$ cat src/rtl/decode_pkg.sv
// Shared definitions for the decode stage: default field geometry, state encoding,
// fetch packet type and width/sign-extension helpers.
package decode_pkg;

    localparam int DEF_ARCH_BITS = 32;
    localparam int DEF_OPC_BITS  = 7;
    localparam int DEF_REG_BITS  = 5;
    localparam int DEF_CNT_BITS  = 32;

    // State encoding is {M.valid, S.valid}; 2'b01 can never occur.
    typedef enum logic [1:0] {
        ST_EMPTY = 2'b00,
        ST_ONE   = 2'b10,
        ST_FULL  = 2'b11
    } state_t;

    typedef struct packed {
        logic [DEF_ARCH_BITS-1:0] pc;
        logic [DEF_ARCH_BITS-1:0] inst;
    } fetch_pkt_t;

    function automatic int imm_bits(input int arch_bits, input int opc_bits, input int reg_bits);
        return arch_bits - opc_bits - 3 * reg_bits;
    endfunction

    function automatic int off_bits(input int arch_bits, input int opc_bits, input int reg_bits);
        return reg_bits + imm_bits(arch_bits, opc_bits, reg_bits);
    endfunction

    function automatic int loff_bits(input int arch_bits, input int opc_bits, input int reg_bits);
        return 2 * reg_bits + imm_bits(arch_bits, opc_bits, reg_bits);
    endfunction

    // MSB positions of the register fields, counted down from the opcode.
    function automatic int dst_msb(input int arch_bits, input int opc_bits);
        return arch_bits - opc_bits - 1;
    endfunction

    function automatic int src1_msb(input int arch_bits, input int opc_bits, input int reg_bits);
        return dst_msb(arch_bits, opc_bits) - reg_bits;
    endfunction

    function automatic int src2_msb(input int arch_bits, input int opc_bits, input int reg_bits);
        return src1_msb(arch_bits, opc_bits, reg_bits) - reg_bits;
    endfunction

    // Sign-extends the low 'bits' bits of v to 64 bits; callers truncate to their width.
    function automatic logic [63:0] sext(input logic [63:0] v, input int unsigned bits);
        logic signed [63:0] t;
        t = $signed(v << (64 - bits));
        return t >>> (64 - bits);
    endfunction

endpackage

$ cat src/rtl/decode_stage_inst_fields.sv
// Pure combinational split of a raw instruction into its fields plus the three
// sign-extended immediate views.
module inst_fields
    import decode_pkg::*;
#(
    parameter int ARCH_BITS = DEF_ARCH_BITS,
    parameter int OPC_BITS  = DEF_OPC_BITS,
    parameter int REG_BITS  = DEF_REG_BITS
) (
    input  logic [ARCH_BITS-1:0] inst,
    output logic [OPC_BITS-1:0]  opcode,
    output logic [REG_BITS-1:0]  dst,
    output logic [REG_BITS-1:0]  src1,
    output logic [REG_BITS-1:0]  src2,
    output logic [ARCH_BITS-1:0] imm_sext,
    output logic [ARCH_BITS-1:0] offset_sext,
    output logic [ARCH_BITS-1:0] loff_sext
);

    localparam int IMM_BITS  = imm_bits(ARCH_BITS, OPC_BITS, REG_BITS);
    localparam int OFF_BITS  = off_bits(ARCH_BITS, OPC_BITS, REG_BITS);
    localparam int LOFF_BITS = loff_bits(ARCH_BITS, OPC_BITS, REG_BITS);
    localparam int DST_MSB   = dst_msb(ARCH_BITS, OPC_BITS);
    localparam int SRC1_MSB  = src1_msb(ARCH_BITS, OPC_BITS, REG_BITS);
    localparam int SRC2_MSB  = src2_msb(ARCH_BITS, OPC_BITS, REG_BITS);

    logic [LOFF_BITS-1:0] loff_raw;

    assign opcode = inst[ARCH_BITS-1 -: OPC_BITS];
    assign dst    = inst[DST_MSB -: REG_BITS];
    assign src1   = inst[SRC1_MSB -: REG_BITS];
    assign src2   = inst[SRC2_MSB -: REG_BITS];

    // The long offset skips src1: {dst, src2, imm}.
    assign loff_raw = {dst, src2, inst[IMM_BITS-1:0]};

    assign imm_sext    = ARCH_BITS'(sext(64'(inst[IMM_BITS-1:0]), IMM_BITS));
    assign offset_sext = ARCH_BITS'(sext(64'(inst[OFF_BITS-1:0]), OFF_BITS));
    assign loff_sext   = ARCH_BITS'(sext(64'(loff_raw), LOFF_BITS));

endmodule

$ cat src/rtl/decode_stage.sv
// Registered, handshaked decode stage: two-entry skid buffer holding raw {pc, inst},
// combinational field decode of the main entry, and a delivered-instruction counter.
module decode_stage
    import decode_pkg::*;
#(
    parameter int ARCH_BITS = DEF_ARCH_BITS,
    parameter int OPC_BITS  = DEF_OPC_BITS,
    parameter int REG_BITS  = DEF_REG_BITS,
    parameter int CNT_BITS  = DEF_CNT_BITS
) (
    input  logic                 clk,
    input  logic                 rst,
    input  logic                 flush,
    input  logic                 in_valid,
    output logic                 in_ready,
    input  logic [ARCH_BITS-1:0] in_inst,
    input  logic [ARCH_BITS-1:0] in_pc,
    output logic                 out_valid,
    input  logic                 out_ready,
    output logic [ARCH_BITS-1:0] out_pc,
    output logic [OPC_BITS-1:0]  opcode,
    output logic [REG_BITS-1:0]  dst,
    output logic [REG_BITS-1:0]  src1,
    output logic [REG_BITS-1:0]  src2,
    output logic [ARCH_BITS-1:0] imm_sext,
    output logic [ARCH_BITS-1:0] offset_sext,
    output logic [ARCH_BITS-1:0] loff_sext,
    output logic [CNT_BITS-1:0]  dec_count
);

    localparam int IMM_BITS = imm_bits(ARCH_BITS, OPC_BITS, REG_BITS);

    if (IMM_BITS < 1) begin : g_bad_geometry
        $error("decode_stage: ARCH_BITS too small for OPC_BITS + 3*REG_BITS");
    end
    if (ARCH_BITS > 64) begin : g_bad_width
        $error("decode_stage: ARCH_BITS above 64 is not supported");
    end

    typedef struct packed {
        logic [ARCH_BITS-1:0] pc;
        logic [ARCH_BITS-1:0] inst;
    } pkt_t;

    state_t state;
    pkt_t   m_pkt;
    pkt_t   s_pkt;
    pkt_t   in_pkt;
    logic   xfer_in;
    logic   xfer_out;

    // in_ready depends only on the skid entry, so there is no combinational path to out_ready.
    assign in_ready  = (state != ST_FULL);
    assign out_valid = (state != ST_EMPTY);
    assign xfer_in   = in_valid & in_ready;
    assign xfer_out  = out_valid & out_ready;
    assign in_pkt    = '{pc: in_pc, inst: in_inst};
    assign out_pc    = m_pkt.pc;

    // Skid-buffer sequencing; flush overrides every handshake but a delivered instruction still counts.
    always_ff @(posedge clk or posedge rst) begin
        if (rst) begin
            state     <= ST_EMPTY;
            m_pkt     <= '0;
            s_pkt     <= '0;
            dec_count <= '0;
        end else begin
            if (xfer_out) begin
                dec_count <= dec_count + CNT_BITS'(1);
            end
            if (flush) begin
                state <= ST_EMPTY;
            end else begin
                case (state)
                    ST_EMPTY: begin
                        if (xfer_in) begin
                            m_pkt <= in_pkt;
                            state <= ST_ONE;
                        end
                    end
                    ST_ONE: begin
                        if (xfer_in && !out_ready) begin
                            s_pkt <= in_pkt;
                            state <= ST_FULL;
                        end else if (xfer_in && out_ready) begin
                            m_pkt <= in_pkt;
                        end else if (out_ready) begin
                            state <= ST_EMPTY;
                        end
                    end
                    ST_FULL: begin
                        if (out_ready) begin
                            m_pkt <= s_pkt;
                            s_pkt <= '0;
                            state <= ST_ONE;
                        end
                    end
                    default: state <= ST_EMPTY;
                endcase
            end
        end
    end

    inst_fields #(
        .ARCH_BITS(ARCH_BITS),
        .OPC_BITS (OPC_BITS),
        .REG_BITS (REG_BITS)
    ) u_fields (
        .inst       (m_pkt.inst),
        .opcode     (opcode),
        .dst        (dst),
        .src1       (src1),
        .src2       (src2),
        .imm_sext   (imm_sext),
        .offset_sext(offset_sext),
        .loff_sext  (loff_sext)
    );

    a_no_skid_without_main: assert property (@(posedge clk) disable iff (rst) state != 2'b01);

endmodule

$ cat config.mk
export PLATFORM = sky130hd
export DESIGN_NAME = decode_stage
export DESIGN_NICKNAME = d
export VERILOG_FILES = /design/src/rtl/decode_pkg.sv /design/src/rtl/decode_stage_inst_fields.sv /design/src/rtl/decode_stage.sv
export SDC_FILE = /design/constraint.sdc
export NUM_CORES = 1
export LEC_CHECK = 0
export CORE_ASPECT_RATIO = 2
export CORE_MARGIN = 2
export CORE_UTILIZATION = 40
export CTS_BUF_LIST = sky130_fd_sc_hd__clkbuf_8
export DETAILED_ROUTE_END_ITERATION = 6
export PLACE_DENSITY = 0.77
export SYNTH_ARGS = -nofsm -noshare
export SYNTH_HDL_FRONTEND = slang
export SYNTH_HIERARCHICAL = 1
export SYNTH_SLANG_ARGS = --single-unit
$ cat constraint.sdc
create_clock -name clk -period 11.3 [get_ports clk]
set_clock_uncertainty 0.15 [all_clocks]
set_input_delay 2.26 -clock clk [delete_from_list [all_inputs] [get_ports clk]]
set_output_delay 2.26 -clock clk [all_outputs]
set_load 0.1 [all_outputs]
[Yosys cells after proc, flatten, opt, wreduce, memory -nomap -nowiden]
Index checks and enable logic that the tools add are counted.
Word-level totals
  flip-flop bits (word level): 162
  bits of input ports: 69
  word-level logic and storage cells: 47
Operators by class
  add/subtract/negate cells: 1
  equality and inequality tests: 12
  mux-type cells: 15
  bitwise operators: 3
  reductions and logical operators: 10
Operators with widths (number)
  64-bit 2-to-1 mux: 6
  64-bit one-hot mux with 3 select lines: 1
  64-bit one-hot mux with 2 select lines: 1
  32-bit by 1-bit adder with 32-bit output, second input constant: 1
  2-bit 2-to-1 mux: 6
  2-bit inequality test, second input constant: 6
  4-bit inequality test, second input constant: 2
  4-bit AND reduction: 2
  3-bit inequality test, second input constant: 2
  2-bit one-hot mux with 3 select lines: 1
  6-bit AND reduction: 1
  2-bit equality test, second input constant: 2
  2-bit nonzero test: 2
  3-bit nonzero test: 1
  1-bit bitwise AND: 2
  1-bit logical AND: 2
  2-bit zero test: 1
  1-bit zero test: 1
  1-bit NOT: 1

[Depth between registers and ports, before layout]
  word-level depth: 7
  mapped depth: 8

[By module]
Netlist, hierarchy kept.
Modules (own cells, without submodules)
  decode_stage: instances 1, cells each 538, area an instance 7342.0 um^2, sequential area each 4053.9 um^2
  inst_fields: instances 1, cells each 118, area an instance 885.8 um^2, sequential area each 0.0 um^2

[Worst setup path after synthesis]
Ideal clock, no wire load.
  kind: reg-to-output
  start point: register state[0]
  end point: output port out_valid
  arrival time: 1278 ps
  data required time: 8890 ps
  setup slack: 7612 ps
  stages on the path, launching flop included: 4
  cell sequence: dfrtp_1 inv_1 ha_1 inv_1
On the way
  word-level cells in the longest chain between the ends: 1
Ends and longest elaborated chain
  start: declaration: line decode_stage.sv:45  | state_t state;
  start signal: assignment: line decode_stage.sv:63  | state <= ST_EMPTY;
  start signal: assignment: line decode_stage.sv:72  | state <= ST_EMPTY;
  start signal: assignment: line decode_stage.sv:78  | state <= ST_ONE;
  2-bit nonzero test: line decode_stage.sv:54  | assign out_valid = (state != ST_EMPTY);
  end: declaration: line decode_stage.sv:18  | output logic out_valid,
No other way between the ends.

[Worst setup path in the final report]
  start point: register state[0]
  end point: output port in_ready
On the way
  word-level cells in the longest chain between the ends: 1
Ends and longest elaborated chain
  2-bit inequality test: line decode_stage.sv:53  | assign in_ready = (state != ST_FULL);
  end: declaration: line decode_stage.sv:15  | output logic in_ready,
No other way between the ends.

==> run summary <==
status = completed
RSZ-0062 raised after global routing = no
Gates resized, CTS repair = 0
setup TNS = 0 ns
clock root buffer = clkbuf_8
Avg Inst Size Synth = 12.5 um2
total CTS buffers = 17
final setup violation count = 0
router iterations before antenna repair = 4
die height = 207 um
Worst Max-Slew Pin Slew = 1.08 ns
Clk pin slew, worst setup/hold paths = 0.09 ns
syn nets = 730
Period minus WS final = 5.34 ns
Worst setup SP type = flip-flop
Detailed Route WL = 18,000 um
first-pass GRT wire length = 28,300 um
Setup crit end kind = output port
HP Class = flip-flop to flip-flop
Seq/Total Area, Yosys = 49.3%
# hold bufs at CTS = 0
WP data arrival = 2.93 ns
slowest stage delay, CP = 1.02 ns
Starting Density = 40.6%
YS warnings = 6
GRT Util Overall = 16.7%
vias = 5,122
Via density = 4.96
core box area = 20,300 um2
Netlist cell types = 41
crit path cell chain = ha_4 > inv_1 > clkdlybuf4s50_1
Die X = 105 um
cells after synthesis = 656
Detail Route Antenna Nets = 0
Critical Path RT = 8.89 ns
kind of critical path = flip-flop to output port
setup bufs post-CTS = 0
critical path fanouts, max = 69
Final nets = 826
Slew Limit Fails = 0
die area = 21,800 um2
DR DRC count = 0
# fillers = 1,754
Clk Latency, worst-skew pair = 0.46 ns
CP bufs+invs = 2
Max-Slew Margin vs Limit = 27.5%
fin crit share = 47.2%
Congestion Overflow GR = 0
largest net degree at the start of global routing = 92
maximum clock rate = 187 MHz
RePlAce Congestion = 0.829
Rows = 74
number of synthesized register bits = 162
CP max stage cell = clkdlybuf4s50_1
CP top delay family = buffers and inverters
Port Buffers = 252
vias in the first global route = 5,202
mapped cell area = 8230 um2
endpoints failing hold = 0
dpl hpwl = 12,200 um
layout cell share with drive strength beyond 1 = 14.4%
htree depth = 4
CTS tree = done
clock sinks = 162
WL per Instance = 17.4 um
# IOs = 253
number of max-cap violations = 0
CTS max path bufs = 2
Finished Core Util = 50.1%
synthesis-to-finish area growth = 23.5%
initial antenna violation count = 2
hold slack = 0.338 ns
commonest non-fill, non-tap cell in the layout = clkdlybuf4s50_1
reg2reg setup slack = 8.11 ns
Iteration-0 DRC Markers = 175
most frequent cells in the layout = 252 x clkdlybuf4s50_1, 162 x dfrtp_1, 69 x mux2_2
-- worst paths after layout --
path,startpoint,endpoint,depth (start not counted)
max,state[0],in_ready,3
min,dec_count[31],dec_count[31],1
max reg2reg,state[0],out_pc[25],5
min reg2reg,dec_count[31],dec_count[31],1
max in group asynchronous,rst,dec_count[0],3
min in group asynchronous,rst,dec_count[21],2
-- cells in the mapped netlist (all sizes together) --
master  count  area [um2]
a21boi      1        7.51
a21o        1        7.51
a21oi       1        5.00
a22o       64         561
a32o        2        20.0
a32oi       1        8.76
and2        1        6.26
and3        3        18.8
and4        3        26.3
buf       174        1300
clkbuf      4        15.0
dfrtp     162        4050
ha          5        62.6
inv         7        26.3
mux2      129        1450
nand2       7        26.3
nand2b      1        6.26
nand3      14        75.1
nand3b      2        15.0
nand4      14        87.6
nand4b      1        8.76
nor2        7        28.8
nor2b       3        18.8
nor3        3        15.0
nor4        6        43.8
o21ai       3        15.0
o21bai      1        7.51
or2         3        18.8
or2b        1        7.51
or3         1        6.26
xnor2      24         210
xor2        7        61.3
-- registers in the layout (all words and copies together) (netlist names) --
name       count
out_pc        32
dec_count     32
s_pkt         64
state          2
m_pkt         32
-- area by class of cell --
class	instances	area (um2)	share of cell area [%]
Clock buffer	18	248	2.44
Clock inverter	14	93.8	0.924
Inverter	7	31.3	0.308
Sequential cell	162	4050	39.9
Tap cell	266	333	3.28
Multi-Input combinational cell	309	2850	28.1
Timing Repair Buffer	255	2540	25.0
Antenna cell	1	2.50	0.0246
-- through the flow --
step / area [um2] / std cells / setup WS [ns]
2_1_floorplan: 8230 / 656 / 4.51
3_3_place_gp: 9820 / 999 / 6.30
3_5_place_dp: 9820 / 999 / 6.28
4_1_cts: 10200 / 1031 / 5.84
5_1_grt: 10200 / 1031 / 5.74
6_report: 10200 / 1032 / 5.96
-- routing by layer --
| metal | global-route usage [%] | wire (um) | share of wire [%] |
|---|---|---|---|
| met5 | 0 | 22 | 0.12 |
| met4 | 8.38 | 515 | 2.9 |
| met2 | 29.8 | 9810 | 54 |
| met3 | 3.55 | 736 | 4.1 |
| met1 | 18.8 | 6920 | 38 |
-- cell families after synthesis --
group	synth area share (%)
simple gates	4.97
buf+inv	16.4
flops	49.3
compound gates	7.68
xor+xnor	3.30
fa+ha+maj	0.760
mux	17.7
Power is left out: the tool's default activity adds up to more than one toggle a clock period on the data nets, which glitch-free logic cannot reach.
==> edit (config.mk and constraints unchanged) <==
`DEF_CNT_BITS`: 32 -> 48.
--- a/src/rtl/decode_pkg.sv
+++ b/src/rtl/decode_pkg.sv
@@ -5,7 +5,7 @@
     localparam int DEF_ARCH_BITS = 32;
     localparam int DEF_OPC_BITS  = 7;
     localparam int DEF_REG_BITS  = 5;
-    localparam int DEF_CNT_BITS  = 32;
+    localparam int DEF_CNT_BITS  = 48;
 
     // State encoding is {M.valid, S.valid}; 2'b01 can never occur.
     typedef enum logic [1:0] {
Ports: changed (resized dec_count); port bits go from 253 to 269. No check against the original RTL was run, so the function may have changed too.
==> edit against the original RTL <==
Final area is 7.3% higher. Sequential cell count increased by 16. Wire length rose by 14%. Area after synthesis is 6.2% higher. Die area up 6.1%. Fmax is 8.7% higher. First-iteration DRC count is 51% higher. Setup slack better by 0.42 ns. Largest cell class unchanged.
Power is not shown: default switching activity piles up to over one toggle a cycle in this logic, so the estimate is an artifact.
==> edit: results <==
place:
  dpl.hpwl_um: 14300
  dp_slack_ns: 6.538
  place_congestion: 0.8290
logic_synthesis:
  synthTopCellsByArea: "dfrtp_1, buf_4, mux2i_1"
  yosys.area_share.adder_pct: 0.7156
  syn_inst: 792
  synth.net_count: 866
  synth_xor_area_share_pct: 4.709
  ys_seq_area_share_pct: 50.95
  synthMuxAreaShare_pct: 7.457
  synth_compound_area_share_pct: 10.66
  synthTopCellsByCount: "dfrtp_1, buf_4, nand2_1, a22o_1, mux2i_1"
layout:
  filler_cell_count: 1958
  multi_input_area_sq_um: 2944
  fin_nets: 971
  n_antenna_cell: 0
cts:
  cts-root-buf: "clkbuf_8"
setup_path:
  critPathCapture: "out_valid"
  r2r_setup_slack_ns: 8.54
  cp.arrival_ns: 2.50
grt:
  grt_first_pass_wirelength_um: 31840
  grt_max_degree: 75
  antenna_found_initial: 0
  gr-usage-all-layers_pct: 17.84
route:
  dr.pass1.iters: 5
  avgRoutedWirePerCell_um: 17.27
  drtIter0Drc: 264
hold_path:
  hp-start: "dec_count[47]"
  hold_end: "dec_count[47]"
outcome:
  outcome: "finished clean"
timing:
  slew_headroom_pct: 29.54
  post-route-period-util_pct: 43.46
  fin_hold_ws_ns: 0.3283
-- edit: cell families after synthesis --
| kind of cell | Yosys count |
|---|---|
| AND/OR/NAND/NOR | 164 |
| adder cells (fa/ha/maj) | 5 |
| XOR/XNOR | 47 |
| flip-flops | 178 |
| AO/OA/AOI/OAI | 136 |
| multiplexers | 65 |
| buffers and inverters | 197 |
-- edit: routing by layer --
metal	global-route usage (%)	vias up	routed length (um)
li1	-	2786	-
met4	9.019	0	765
met3	3.480	40	1110
met1	19.68	2939	7515
met2	31.94	226	11040
met5	0	-	0
-- edit: critical path, stage by stage (launching register included) --
cell and delay (ns):
dfrtp_1 0.45, inv_1 0.09, ha_1 0.26, inv_1 0.12, clkdlybuf4s50_1 1.14
-- edit: layout make-up --
type | instances | share of cell area (%)
Tap cell | 273 | 3.133
Timing Repair Buffer | 274 | 25.01
Sequential cell | 178 | 40.85
Clock buffer | 20 | 2.524
Inverter | 9 | 0.3557
Multi-Input combinational cell | 417 | 27.00
Clock inverter | 12 | 1.125
